`src/rtl/nano_pkg.sv`:
```
// Shared constants for the nano processor: opcodes, FSM encoding and instruction fields.
package nano_pkg;

    localparam int unsigned INSTR_W = 16;
    localparam int unsigned OP_W    = 4;
    localparam int unsigned REG_AW  = 3;
    localparam int unsigned STATE_W = 3;
    localparam int unsigned IMM_W   = 8;

    localparam int unsigned OP_MSB  = 15;
    localparam int unsigned OP_LSB  = 12;
    localparam int unsigned RD_MSB  = 11;
    localparam int unsigned RD_LSB  = 9;
    localparam int unsigned RS1_MSB = 8;
    localparam int unsigned RS1_LSB = 6;
    localparam int unsigned RS2_MSB = 5;
    localparam int unsigned RS2_LSB = 3;
    localparam int unsigned IMM_MSB = 7;
    localparam int unsigned IMM_LSB = 0;

    localparam logic [3:0] OP_NOP  = 4'd0;
    localparam logic [3:0] OP_ADD  = 4'd1;
    localparam logic [3:0] OP_SUB  = 4'd2;
    localparam logic [3:0] OP_AND  = 4'd3;
    localparam logic [3:0] OP_OR   = 4'd4;
    localparam logic [3:0] OP_XOR  = 4'd5;
    localparam logic [3:0] OP_LDI  = 4'd6;
    localparam logic [3:0] OP_MOV  = 4'd7;
    localparam logic [3:0] OP_JMP  = 4'd8;
    localparam logic [3:0] OP_BEQZ = 4'd9;
    localparam logic [3:0] OP_HLT  = 4'd15;

    localparam logic [2:0] S_FETCH   = 3'd0;
    localparam logic [2:0] S_LOAD_IR = 3'd1;
    localparam logic [2:0] S_DECODE  = 3'd2;
    localparam logic [2:0] S_EXEC    = 3'd3;
    localparam logic [2:0] S_WB      = 3'd4;
    localparam logic [2:0] S_HALT    = 3'd5;

endpackage

```
`src/rtl/nano_alu.sv`:
```
// Combinational ALU: ADD/SUB with carry/borrow, bitwise logic, pass-through of a otherwise.
module nano_alu
    import nano_pkg::*;
#(
    parameter int unsigned DATA_W = 8
) (
    input  logic [DATA_W-1:0] a,
    input  logic [DATA_W-1:0] b,
    input  logic [OP_W-1:0]   op,
    output logic [DATA_W-1:0] result,
    output logic              carry,
    output logic              zero
);

    always_comb begin
        result = a;
        carry  = 1'b0;
        case (op)
            OP_ADD: {carry, result} = {1'b0, a} + {1'b0, b};
            OP_SUB: begin
                result = a - b;
                carry  = (a < b);
            end
            OP_AND: result = a & b;
            OP_OR:  result = a | b;
            OP_XOR: result = a ^ b;
            default: result = a;
        endcase
    end

    assign zero = (result == '0);

endmodule

```
`src/rtl/unidade_controle.sv`:
```
// Multi-cycle fetch/decode/execute controller driving the 8x8 register file.
module unidade_controle
    import nano_pkg::*;
#(
    parameter int unsigned PC_W     = 8,
    parameter int unsigned DATA_W   = 8,
    parameter int unsigned RESET_PC = 0
) (
    input  logic                clk,
    input  logic                rst,
    input  logic                en,
    input  logic [INSTR_W-1:0]  instr_in,
    output logic [PC_W-1:0]     pc,
    output logic [REG_AW-1:0]   addR1,
    output logic [REG_AW-1:0]   addR2,
    output logic [REG_AW-1:0]   addWr,
    output logic                wrEn,
    output logic [DATA_W-1:0]   dadoWr,
    input  logic [DATA_W-1:0]   dadoR1,
    input  logic [DATA_W-1:0]   dadoR2,
    output logic                flag_z,
    output logic                flag_c,
    output logic                halted
);

    logic [STATE_W-1:0] r_state;
    logic [INSTR_W-1:0] r_ir;
    logic [PC_W-1:0]    r_pc;
    logic [DATA_W-1:0]  r_dado;
    logic               r_z;
    logic               r_c;
    logic               r_halted;

    logic [STATE_W-1:0] w_state_next;
    logic [INSTR_W-1:0] w_ir_next;
    logic [PC_W-1:0]    w_pc_next;
    logic [DATA_W-1:0]  w_dado_next;
    logic               w_z_next;
    logic               w_c_next;
    logic               w_halted_next;

    logic [OP_W-1:0]    w_op;
    logic [IMM_W-1:0]   w_imm;
    logic [PC_W-1:0]    w_pc_inc;
    logic [PC_W-1:0]    w_target;
    logic [DATA_W-1:0]  w_alu_res;
    logic               w_alu_c;
    logic               w_alu_z;

    assign w_op     = r_ir[OP_MSB:OP_LSB];
    assign w_imm    = r_ir[IMM_MSB:IMM_LSB];
    assign w_pc_inc = r_pc + PC_W'(1);
    assign w_target = PC_W'(w_imm);

    nano_alu #(.DATA_W(DATA_W)) u_alu (
        .a      (dadoR1),
        .b      (dadoR2),
        .op     (w_op),
        .result (w_alu_res),
        .carry  (w_alu_c),
        .zero   (w_alu_z)
    );

    // State register; reset wins over the stall.
    always_ff @(posedge clk) begin
        if (rst) begin
            r_state  <= S_FETCH;
            r_ir     <= '0;
            r_pc     <= PC_W'(RESET_PC);
            r_dado   <= '0;
            r_z      <= 1'b0;
            r_c      <= 1'b0;
            r_halted <= 1'b0;
        end else if (en) begin
            r_state  <= w_state_next;
            r_ir     <= w_ir_next;
            r_pc     <= w_pc_next;
            r_dado   <= w_dado_next;
            r_z      <= w_z_next;
            r_c      <= w_c_next;
            r_halted <= w_halted_next;
        end
    end

    // Next-state and datapath update.
    always_comb begin
        w_state_next  = r_state;
        w_ir_next     = r_ir;
        w_pc_next     = r_pc;
        w_dado_next   = r_dado;
        w_z_next      = r_z;
        w_c_next      = r_c;
        w_halted_next = r_halted;
        case (r_state)
            S_FETCH:   w_state_next = S_LOAD_IR;
            S_LOAD_IR: begin
                w_ir_next    = instr_in;
                w_state_next = S_DECODE;
            end
            S_DECODE:  w_state_next = S_EXEC;
            S_EXEC: begin
                case (w_op)
                    OP_ADD, OP_SUB, OP_AND, OP_OR, OP_XOR: begin
                        w_dado_next  = w_alu_res;
                        w_z_next     = w_alu_z;
                        w_c_next     = w_alu_c;
                        w_state_next = S_WB;
                    end
                    OP_LDI: begin
                        w_dado_next  = DATA_W'(w_imm);
                        w_state_next = S_WB;
                    end
                    OP_MOV: begin
                        w_dado_next  = dadoR1;
                        w_state_next = S_WB;
                    end
                    OP_JMP: begin
                        w_pc_next    = w_target;
                        w_state_next = S_FETCH;
                    end
                    OP_BEQZ: begin
                        w_pc_next    = r_z ? w_target : w_pc_inc;
                        w_state_next = S_FETCH;
                    end
                    OP_HLT: begin
                        w_halted_next = 1'b1;
                        w_state_next  = S_HALT;
                    end
                    default: begin
                        w_pc_next    = w_pc_inc;
                        w_state_next = S_FETCH;
                    end
                endcase
            end
            S_WB: begin
                w_pc_next    = w_pc_inc;
                w_state_next = S_FETCH;
            end
            S_HALT:  w_state_next = S_HALT;
            default: w_state_next = S_FETCH;
        endcase
    end

    // Write strobe is decoded from state and suppressed by stall or reset.
    assign wrEn   = en & ~rst & (r_state == S_WB);
    assign pc     = r_pc;
    assign addR1  = r_ir[RS1_MSB:RS1_LSB];
    assign addR2  = r_ir[RS2_MSB:RS2_LSB];
    assign addWr  = r_ir[RD_MSB:RD_LSB];
    assign dadoWr = r_dado;
    assign flag_z = r_z;
    assign flag_c = r_c;
    assign halted = r_halted;

endmodule
```
`config.mk`:
```
export PLATFORM = sky130hd
export DESIGN_NAME = unidade_controle
export DESIGN_NICKNAME = d
export VERILOG_FILES = /design/src/rtl/nano_pkg.sv /design/src/rtl/nano_alu.sv /design/src/rtl/unidade_controle.sv
export SDC_FILE = /design/constraint.sdc
export NUM_CORES = 1
export LEC_CHECK = 0
export CAP_MARGIN = 20
export CELL_PAD_IN_SITES_DETAIL_PLACEMENT = 0
export CELL_PAD_IN_SITES_GLOBAL_PLACEMENT = 1
export CORE_MARGIN = 8
export CORE_UTILIZATION = 35
export CTS_BUF_LIST = sky130_fd_sc_hd__clkbuf_4 sky130_fd_sc_hd__clkbuf_8 sky130_fd_sc_hd__clkbuf_16
export DETAILED_ROUTE_END_ITERATION = 16
export PLACE_DENSITY = 0.77
export SLEW_MARGIN = 5
export SYNTH_ARGS = -nofsm -noshare
export SYNTH_HDL_FRONTEND = slang
export SYNTH_SLANG_ARGS = --single-unit
export TNS_END_PERCENT = 1
```
`constraint.sdc`:
```
create_clock -name clk -period 3.8 [get_ports clk]
set_input_delay 1.14 -clock clk [delete_from_list [all_inputs] [get_ports clk]]
set_output_delay 1.14 -clock clk [all_outputs]
set_load 0.01 [all_outputs]
```
==> key figures, run 1 <==
Yosys
  – Synth warn: 0
  – Seq cells post-synth: 38
  – Net Count, Synth: 488
  – Synth Instances: 426
  – Predominant post-synthesis flop cell: dfxtp_1
  – EDFF count, synth: 0
  – Synth unique cells: 65
  – Register area share after synthesis: 24.1%
  – Syn_area_per_cell: 7.41 um^2
  – Async SR Flop Fraction: 0%
  – Synthesized area: 3160 um^2

Global routing
  – Pin count of the biggest net entering global routing: 40
  – Vias in the first global route: 3125
  – Initial antenna violation count: 0
  – Global-route wire length before repair: around 16000 um
  – GRT overflow: 0
  – Gr usage total: 15.4%

Die
  – Initial core utilization: between 30 and 40%
  – Die X: 111 um
  – Die Ht: 111 um
  – Core area: 8720 um^2
  – Row count: 34
  – I/O pin total: 64
  – Die ar.: 12300 um^2

Job
  – Max cap viols: 0

CTS
  – Cts repair resizes: 0
  – Setup Buffers After CTS: 0
  – Worst-Skew Late Latency: 0.29 ns
  – CTS tree: yes
  – Sink Count: 38
  – CTS clock-pin slew for the worst setup and hold paths: 0.08 ns
  – Clock Path Buffers: 2
  – Total CTS buffers: 5
  – Hold_buf cts: 0
  – Root Driver: clkbuf_8
  – H-tree depth: 2

Setup path
  – Req. time, crit path: 2.66 ns
  – Master of the slowest instance on the critical path: clkdlybuf4s50_1
  – Worst reg2reg path depth: 7
  – Most frequent CP cell: clkdlybuf4s50_1
  – Reg2reg end: flag_z
  – Cell family with the largest share of critical-path delay: buffers and inverters
  – Crit path cell chain: clkdlybuf4s50_1, inv_1, nor3_1, clkdlybuf4s50_1
  – Critical Path Max Stage Delay: 0.58 ns
  – WS Path Type: in -> out
  – Worst R2R Setup Slack: 1.02 ns
  – Worst Setup End Kind: output pin
  – Startpoint Class: input pin
  – Crit path buf inv count: 3
  – Crit path arrival time: 2.45 ns
  – FF-to-FF Start: r_ir[12]
  – Crit-path max FO: 3

Placement
  – Worst slack, placed: -0.00706 ns
  – PortBufs: 63
  – Final GP Congestion: between 0.9 and 1
  – Detailed placement HPWL: 7450 um
  – Dpl cell area: 3820 um^2

Layout
  – Layout cells sized above 1: 7.76%
  – FF/Latch Area: 761 um^2
  – Area grow syn2layout: 24.1%
  – Filler cells: a little under 900
  – Antenna Cells: 0
  – Final #Nets: 538
  – Area of the multi-input gates: between 2000 and 2500 um^2
  – Core Util, Final: 44.9%
  – Finished Cell Area: 3920 um^2

Timing
  – Final setup margin: 0.208 ns
  – Slew margin rel.: about two fifths
  – Worst Hold Margin: approximately 0.46 ns
  – Highest Clock Rate: 278 MHz
  – RSZ-0062 raised after global routing: no
  – Final setup violation count: 0
  – Skew final: 0.00809 ns
  – Least-Margin Pin Slew: around 0.87 ns
  – Final worst path period share: 94.5%
  – Final hold violation count: 0
  – Final Max Tran Viols: 0
  – Setup TNS: 0 ns
  – Final min period: 3.59 ns

Route
  – Drt total wl: about 9800 um
  – Via/cell ratio: ~5.4
  – Antenna Nets Post-Route: 0
  – Detailed Route Iter0 Violations: 267
  – Drt pass-1 iters: 5
  – Vias: 3179
  – DR WL/cell: 16.7 um
  – DRC: 0

Pwr
  – PD cells: roughly 250 nW/um^2
  – Peak supply drop: 168 uV
  – P_leak: 1.45 nW

Hold path
  – Worst Hold End: r_ir[11]
  – Hold path startpoint: r_ir[11]
  – Worst hold path class: reg -> reg
  – Hold depth: 2

Status
  – Status: complete, no violations
==> flip-flops by register name (all words and copies together) (netlist names) <==
register and count:
dadoWr 8, flag_c 1, flag_z 1, halted 1
pc 8, r_ir 16, r_state 3
==> cell type report <==
cell class                 count  area share, %
multi-input combinational    329           53.5
sequential                    38           19.4
timing repair buffer          77           18.8
tap                          108           3.45
inverter                      25           2.40
clock buffer                   6           2.11
clock inverter                 2          0.319
==> how the worst max path moves through the flow <==
stage / startpoint / end / slack, ns / cells past startpoint
after floorplan: dadoR1[0] / flag_z / 0.73 / 10
after global placement: dadoR1[0] / flag_z / 0.05 / 11
after detailed placement: dadoR1[0] / flag_z / -0.007 / 11
after CTS: en / wrEn / 0.19 / 4
after global routing: dadoR1[0] / flag_z / 0.07 / 11
final: en / wrEn / 0.21 / 4
==> power by group <==
group | internal [W] | switching, W | total [W] | leakage (nW)
Clock | 0.000146 | 0.000149 | 0.000295 | 0.0472
Sequential | 0.000406 | 0.0000168 | 0.000423 | 0.307
Combinational | 0.000122 | 0.000139 | 0.000262 | 1.09
==> Yosys cell counts, drive strengths merged (2+ instances only) <==
library cell	n	area [um^2]
a221oi	6	52.6
buf	24	166
nor2	36	135
nand3	6	30.0
fa	2	40.0
a21o	2	15.0
a22oi	2	15.0
ha	25	313
a31oi	2	12.5
mux2i	12	120
xnor2	3	26.3
nand2	65	244
clkbuf	10	37.5
o31ai	4	30.0
nand2b	6	37.5
or3	4	30.0
inv	25	93.8
o21a	2	15.0
a211oi	5	42.5
and3	4	25.0
o22ai	4	25.0
a41oi	2	17.5
nor3	15	90.1
o21bai	3	33.8
a32oi	2	17.5
o21ai	22	114
and2	2	12.5
a21oi	53	277
o211ai	3	22.5
dfxtp	38	761
a221o	2	20.0
nor3b	6	50.1
nor2b	5	31.3
nor4	5	31.3
==> per-layer routing <==
layer	wire, um	vias up	global-route usage, %
li1	-	1600	-
met2	4370	113	24.4
met1	4500	1454	19.9
met4	103	0	3.33
met5	0	-	0
met3	768	12	4.49
==> stage by stage <==
step | power, W | std cells
floorplan | 0.000593 | 426
finish | 0.000980 | 585
global route | 0.00103 | 585
detailed placement | 0.000690 | 577
global placement | 0.000689 | 577
CTS | 0.000986 | 585
==> worst register-to-register path, cell delays in order, from the launching register on <==
cell      delay [ns]
dfxtp_1         0.89
nand2b_1        0.36
nor3_1          0.58
and2_1          0.21
mux2i_1         0.07
a32oi_1         0.30
nor4_1          0.08
a21o_1          0.18
==> layout by cell type (no fill, tap or decap), types with 5 or more instances in the layout <==
| master | netlist | routed |
|---|---|---|
| a221oi_1 | 6 | 6 |
| clkbuf_8 | 0 | 6 |
| clkdlybuf4s50_1 | 0 | 63 |
| dfxtp_1 | 38 | 38 |
| mux2i_1 | 12 | 12 |
| a21oi_1 | 50 | 50 |
| nor2_1 | 36 | 36 |
| nor4_1 | 5 | 5 |
| o21ai_0 | 18 | 18 |
| nand3_1 | 6 | 6 |
| buf_4 | 12 | 14 |
| ha_1 | 25 | 25 |
| nor3b_1 | 5 | 5 |
| nor3_1 | 12 | 12 |
| nor2b_1 | 5 | 5 |
| nand2_1 | 65 | 65 |
| nand2b_1 | 6 | 6 |
| inv_1 | 24 | 24 |
==> cells by family after synthesis <==
group                    share of synthesized area (%)
flip-flops                                        24.1
buffers and inverters                             9.44
XOR/XNOR                                         0.833
multiplexers                                      4.16
AND/OR/NAND/NOR                                   24.3
adder cells (fa/ha/maj)                           11.2
AO/OA/AOI/OAI                                     26.0
(Power assumes the default switching activity.)
==> run 2, diff against run 1 <==
--- a/config.mk
+++ b/config.mk
@@ -5,6 +5,7 @@
 export SDC_FILE = /design/constraint.sdc
 export NUM_CORES = 1
 export LEC_CHECK = 0
+export ABC_AREA = 1
 export CAP_MARGIN = 20
 export CELL_PAD_IN_SITES_DETAIL_PLACEMENT = 0
 export CELL_PAD_IN_SITES_GLOBAL_PLACEMENT = 1
@@ -12,7 +13,8 @@
 export CORE_UTILIZATION = 35
 export CTS_BUF_LIST = sky130_fd_sc_hd__clkbuf_4 sky130_fd_sc_hd__clkbuf_8 sky130_fd_sc_hd__clkbuf_16
 export DETAILED_ROUTE_END_ITERATION = 16
-export PLACE_DENSITY = 0.77
+export DONT_BUFFER_PORTS = 1
+export PLACE_DENSITY = 0.67
 export SLEW_MARGIN = 5
 export SYNTH_ARGS = -nofsm -noshare
 export SYNTH_HDL_FRONTEND = slang
==> run 2 against run 1 <==
Utilization fell by 8.5 points. Routed wire length is 1.1% higher. Largest cell class unchanged. Non-clock buffer count is 77 lower. Clock-buffer cell count is the same. Critical path type is now reg -> out. Fmax up 28%. Via count decreased by 0.38%. Clock skew down 0.0029 ns. Highest routed layer unchanged. Register-to-register slack better by 0.59 ns. Die area rose by 1.0%.
==> key figures, run 2 <==
CTS
  – Root Driver: clkbuf_8
  – Total CTS buffers: 5
  – Cts repair resizes: 0
  – CTS tree: yes
  – CTS clock-pin slew for the worst setup and hold paths: 0.08 ns
  – Hold_buf cts: 0
  – Sink Count: 38
  – Worst-Skew Late Latency: about 0.30 ns
  – Setup Buffers After CTS: 0
  – H-tree depth: 2
  – Clock Path Buffers: 2

Layout
  – Antenna Cells: 0
  – Commonest non-fill, non-tap cell in the layout: nand2_1
  – Core Util, Final: 36.4%
  – Most frequent cells in the layout: nand2_1 (102), inv_1 (73), nor2_1 (73)
  – Reg with most FFs: r_ir
  – Layout cells sized above 1: 6.44%
  – Final #Nets: around 560
  – Area grow syn2layout: 3.41%
  – Number of flip-flops under the largest register name: 16

Setup path
  – CP endpoint: wrEn
  – Crit path arrival time: approximately 1.7 ns
  – Reg2reg end: r_ir[15]
  – Worst R2R Setup Slack: around 1.6 ns
  – Crit-path max FO: 4
  – Startpoint Class: register
  – WS Path Type: reg -> out
  – Worst Setup End Kind: output pin
  – Crit path launch: r_state[2]
  – Worst reg2reg path depth: 6
  – Req. time, crit path: 2.66 ns
  – FF-to-FF Start: r_state[2]

Timing
  – Least-Margin Pin Slew: 0.788 ns
  – Final min period: 2.81 ns
  – Final hold violation count: 0
  – Final Max Tran Viols: 0
  – Final setup margin: 0.994 ns
  – Final setup violation count: 0
  – Slew margin rel.: 47.4%
  – Worst Hold Margin: 0.484 ns
  – Final worst path period share: between 70% and 80%
  – RSZ-0062 raised after global routing: no
  – Skew final: approximately 0.0052 ns
  – Highest Clock Rate: 356 MHz
  – Setup TNS: 0 ns

Global routing
  – Gr usage total: 15.8%
  – Initial antenna violation count: 0
  – Global-route wire length before repair: 15700 um
  – Vias in the first global route: 2983
  – Pin count of the biggest net entering global routing: 29
  – GRT overflow: 0

Yosys
  – Async SR Flop Fraction: 0%
  – Synth Instances: 508
  – EDFF count, synth: 0
  – Predominant post-synthesis flop cell: dfxtp_1
  – Synth warn: 0
  – Synth unique cells: 41
  – Synthesized area: 3190 um^2
  – Cell taking the most area after synthesis: dfxtp_1
  – Seq cells post-synth: 38
  – Ranking of synthesized cells by area: dfxtp_1 (24%), nand2_1 (12%), ha_1 (9.8%)
  – Commonest cells post-synth: nand2_1 (102), inv_1 (73), nor2_1 (73)
  – Register area share after synthesis: 23.8%
  – Area share of the largest cell type after synthesis: 23.8%
  – Net Count, Synth: 570
  – Count leader, synth: nand2_1
  – Syn_area_per_cell: 6.29 um^2

Route
  – Routed length on met2: 4140 um
  – DRC: 0
  – Vias: approximately 3200
  – Drt total wl: 9860 um
  – Detailed Route Iter0 Violations: 156
  – Antenna Nets Post-Route: 0
  – Via/cell ratio: between 5 and 6
  – Metal3 WL: between 900 and 1000 um
  – Top Metal Used: met4
  – Drt pass-1 iters: 5
  – M1 WL: 4630 um
  – DR WL/cell: 16.2 um

Die
  – Die Ht: 112 um
  – Row count: 35
  – I/O pin total: between 60 and 70
  – Die X: 112 um
  – Core area: 9060 um^2
  – Initial core utilization: 35.2%
  – Die ar.: around 12000 um^2

Status
  – Status: complete, no violations

Placement
  – Worst slack, placed: 0.810 ns
  – Detailed placement HPWL: ~8000 um
  – PortBufs: 0
  – Final GP Congestion: 0.869

Pwr
  – PD cells: just over 300 nW/um^2
  – Peak supply drop: 160 uV
  – Power, Total: 0.00100 W
  – P_leak: 1.55 nW

Hold path
  – Worst hold path class: reg -> reg

Job
  – Max cap viols: 0
[run 2: logic make-up (layout without fill, tap and decap cells)]
family	Yosys count	in the layout	share of synthesized area, %
simple gates	237	237	32.9
buf+inv	97	86	13.2
xor+xnor	2	2	0.549
compound gates	107	107	18.5
fa+ha+maj	27	27	11.1
flops	38	38	23.8
[run 2: worst max-delay path, cell delays in order, from the launching register on]
cell,delay (ns)
dfxtp_1,0.38
inv_1,0.08
nor3_1,0.45
nand2_1,0.21
nor2_1,0.25
[run 2: per-layer routing]
| layer | up-vias | GRT usage, % |
|---|---|---|
| li1 | 1611 | - |
| met1 | 1422 | 21.4 |
| met2 | 118 | 23.5 |
| met3 | 16 | 4.87 |
| met4 | 0 | 4.28 |
| met5 | - | 0 |
[run 2: report_power, final]
group	internal (W)	switching (W)
Sequential	0.000414	0.0000174
Clock	0.000146	0.000156
Combinational	0.0000856	0.000183
Total	0.000645	0.000356
[run 2: layout make-up]
cell class | instances | area [um^2]
inverter | 78 | 295
multi-input combinational | 373 | 2010
clock inverter | 2 | 12.5
tap | 111 | 139
sequential | 38 | 761
clock buffer | 6 | 82.6
fill | 1026 | 5760
[run 2: per-stage QoR]
stage	std cells	instance area, um^2
4_1_cts	608	3300
5_1_grt	608	3300
3_3_place_gp	600	3210
2_1_floorplan	508	3190
3_5_place_dp	600	3210
6_report	608	3300
[run 2: worst min-delay path by stage]
stage | startpoint | end | slack, ns | cells past startpoint
4_1_cts | r_ir[0] | r_ir[0] | 0.49 | 2
3_5_place_dp | r_ir[0] | r_ir[0] | 0.48 | 2
6_report | r_ir[0] | r_ir[0] | 0.48 | 2
2_1_floorplan | r_ir[0] | r_ir[0] | 0.44 | 2
5_1_grt | r_ir[0] | r_ir[0] | 0.52 | 2
3_3_place_gp | r_ir[0] | r_ir[0] | 0.48 | 2
==> run 3, diff against run 2 <==
==> constraint.sdc (replaced) <==
create_clock -name clk -period 2.9 [get_ports clk]
set_input_delay 0.87 -clock clk [delete_from_list [all_inputs] [get_ports clk]]
set_output_delay 0.87 -clock clk [all_outputs]
set_load 0.01 [all_outputs]
==> run 3 against run 2 <==
Clock-buffer cell count is 1 higher. Sequential share of layout area is 0.052 points lower. Non-clock buffer count is 1 higher. Utilization is 0.083 points higher. Hold slack worse by 0.0016 ns. Global-route usage is 0.081 points higher. Worst setup slack worse by 0.57 ns. Power is 32% higher. Sequential power is 31% higher. Register-to-register slack worse by 0.72 ns. Critical path type unchanged. Critical endpoint unchanged.
==> key figures, run 3 (synthesis results as in run 2) <==
Status
  – Status: complete, no violations

Setup path
  – FF-to-FF Start: r_ir[12]
  – Master of the slowest instance on the critical path: nor3_1
  – Crit-path max FO: 4
  – Crit path buf inv count: 1
  – Cell family with the largest share of critical-path delay: simple AND/OR/NAND/NOR gates
  – Req. time, crit path: 2.03 ns
  – Instance count on the critical path: 4
  – Crit path cell chain: inv_1, nor3_1, nand2_1, nor2_1
  – Worst reg2reg path depth: 10
  – Startpoint Class: register
  – Worst Setup End Kind: output pin
  – Reg2reg end: pc[3]
  – Crit path arrival time: 1.61 ns
  – Worst R2R Setup Slack: a little under 0.9 ns
  – WS Path Type: reg -> out
  – Critical Path Max Stage Delay: 0.42 ns

CTS
  – CTS tree: yes
  – Hold_buf cts: 0
  – Worst-Skew Late Latency: 0.29 ns
  – Total CTS buffers: 5
  – Cts repair resizes: 0
  – Setup Buffers After CTS: 0
  – H-tree depth: 2
  – Clock Path Buffers: 2
  – CTS clock-pin slew for the worst setup and hold paths: roughly 0.080 ns
  – Sink Count: 38
  – Root Driver: clkbuf_8

Layout
  – Most frequent cells in the layout: nand2_1 (102), inv_1 (73), nor2_1 (73)
  – Number of flip-flops under the largest register name: 16
  – Reg with most FFs: r_ir
  – Area of the multi-input gates: around 2000 um^2
  – FF/Latch Area: between 700 and 800 um^2
  – Antenna Cells: 0
  – Final #Nets: 559
  – Layout cells sized above 1: under 10%
  – Commonest non-fill, non-tap cell in the layout: nand2_1
  – Area grow syn2layout: 3.64%
  – Filler cells: 1004

Route
  – DR WL/cell: 16.4 um
  – Drt pass-1 iters: 6
  – Vias: 3163
  – Drt total wl: 9970 um
  – Via/cell ratio: 5.19
  – Detailed Route Iter0 Violations: 196
  – Antenna Nets Post-Route: 0
  – DRC: 0

Timing
  – Least-Margin Pin Slew: 0.742 ns
  – Final worst path period share: 85.4%
  – Final Max Tran Viols: 0
  – Highest Clock Rate: 404 MHz
  – Final hold violation count: 0
  – RSZ-0062 raised after global routing: no
  – Skew final: about 0.0017 ns
  – Final setup violation count: 0
  – Final min period: 2.48 ns
  – Slew margin rel.: 50.5%
  – Final setup margin: ~0.42 ns
  – Setup TNS: 0 ns

Pwr
  – Peak supply drop: 213 uV
  – PD cells: 399 nW/um^2
  – P_leak: 1.56 nW

Hold path
  – Worst Hold End: r_ir[0]
  – Hold depth: 2
  – Hold path startpoint: r_ir[0]
  – Worst hold path class: reg -> reg

Die
  – Die Ht: 112 um
  – Initial core utilization: 35.2%
  – Row count: 35
  – I/O pin total: 64
  – Die X: 112 um
  – Core area: 9060 um^2
  – Die ar.: 12400 um^2

Global routing
  – Gr usage total: around 16%
  – Pin count of the biggest net entering global routing: 29
  – Global-route wire length before repair: 15800 um
  – GRT overflow: 0
  – Vias in the first global route: 2980
  – Initial antenna violation count: 0

Placement
  – Worst slack, placed: 0.157 ns
  – Final GP Congestion: 0.891
  – PortBufs: 0
  – Detailed placement HPWL: 7980 um

Job
  – Max cap viols: 0
==> run 3: cell count changes in the layout (fill, tap and decap cells not counted), sizes merged <==
cell      previous run  this run
buf                  0         1
clkbuf               6         7
clkinvlp             1         0
==> run 3: worst max-delay path by stage <==
stage          startpoint        end  slack, ns
2_1_floorplan   dadoR1[0]     flag_z       0.50
3_3_place_gp    dadoR1[0]  dadoWr[2]       0.16
3_5_place_dp    dadoR1[0]  dadoWr[2]       0.16
4_1_cts        r_state[2]       wrEn       0.43
5_1_grt         dadoR1[0]     flag_z       0.33
6_report       r_state[2]       wrEn       0.42
==> run 3: metrics by stage <==
stage | hold slack, ns | total power (W) | std cells | cell area (um^2) | utilization, %
global route | 0.517 | 0.00140 | 609 | 3310 | 36.5
CTS | 0.490 | 0.00133 | 609 | 3310 | 36.5
detailed placement | 0.478 | 0.000929 | 601 | 3210 | 35.5
global placement | 0.476 | 0.000931 | 601 | 3210 | 35.5
finish | 0.482 | 0.00132 | 609 | 3310 | 36.5
floorplan | 0.442 | 0.000855 | 508 | 3190 | -
==> run 3: where the power goes <==
group	switching [W]	total, W	internal (W)
sequential	0.0000229	0.000565	0.000542
clock	0.000200	0.000402	0.000202
combinational	0.000241	0.000355	0.000113
==> run 3: tightest hold or removal path: cells and delay by family, from the launching register on <==
kind,cells,cell delay (ns)
compound gates,1,0.06
buf+inv,1,0.07
flops,1,0.31
==> run 3: routing by layer <==
metal  wire, um  global-route usage, %
met1       4900                   22.3
met5          0                      0
met3        739                   4.17
met2       4230                   23.4
met4         97                   3.56
==> run 3: final cells by class <==
| class | count | share of cell area [%] |
|---|---|---|
| repair buffers | 1 | 0.227 |
| clock buffers | 7 | 2.72 |
| multi-input cells | 373 | 60.8 |
| well taps | 111 | 4.20 |
| flip-flops and latches | 38 | 23.0 |
| inverters | 78 | 8.92 |
| clock inverters | 1 | 0.151 |
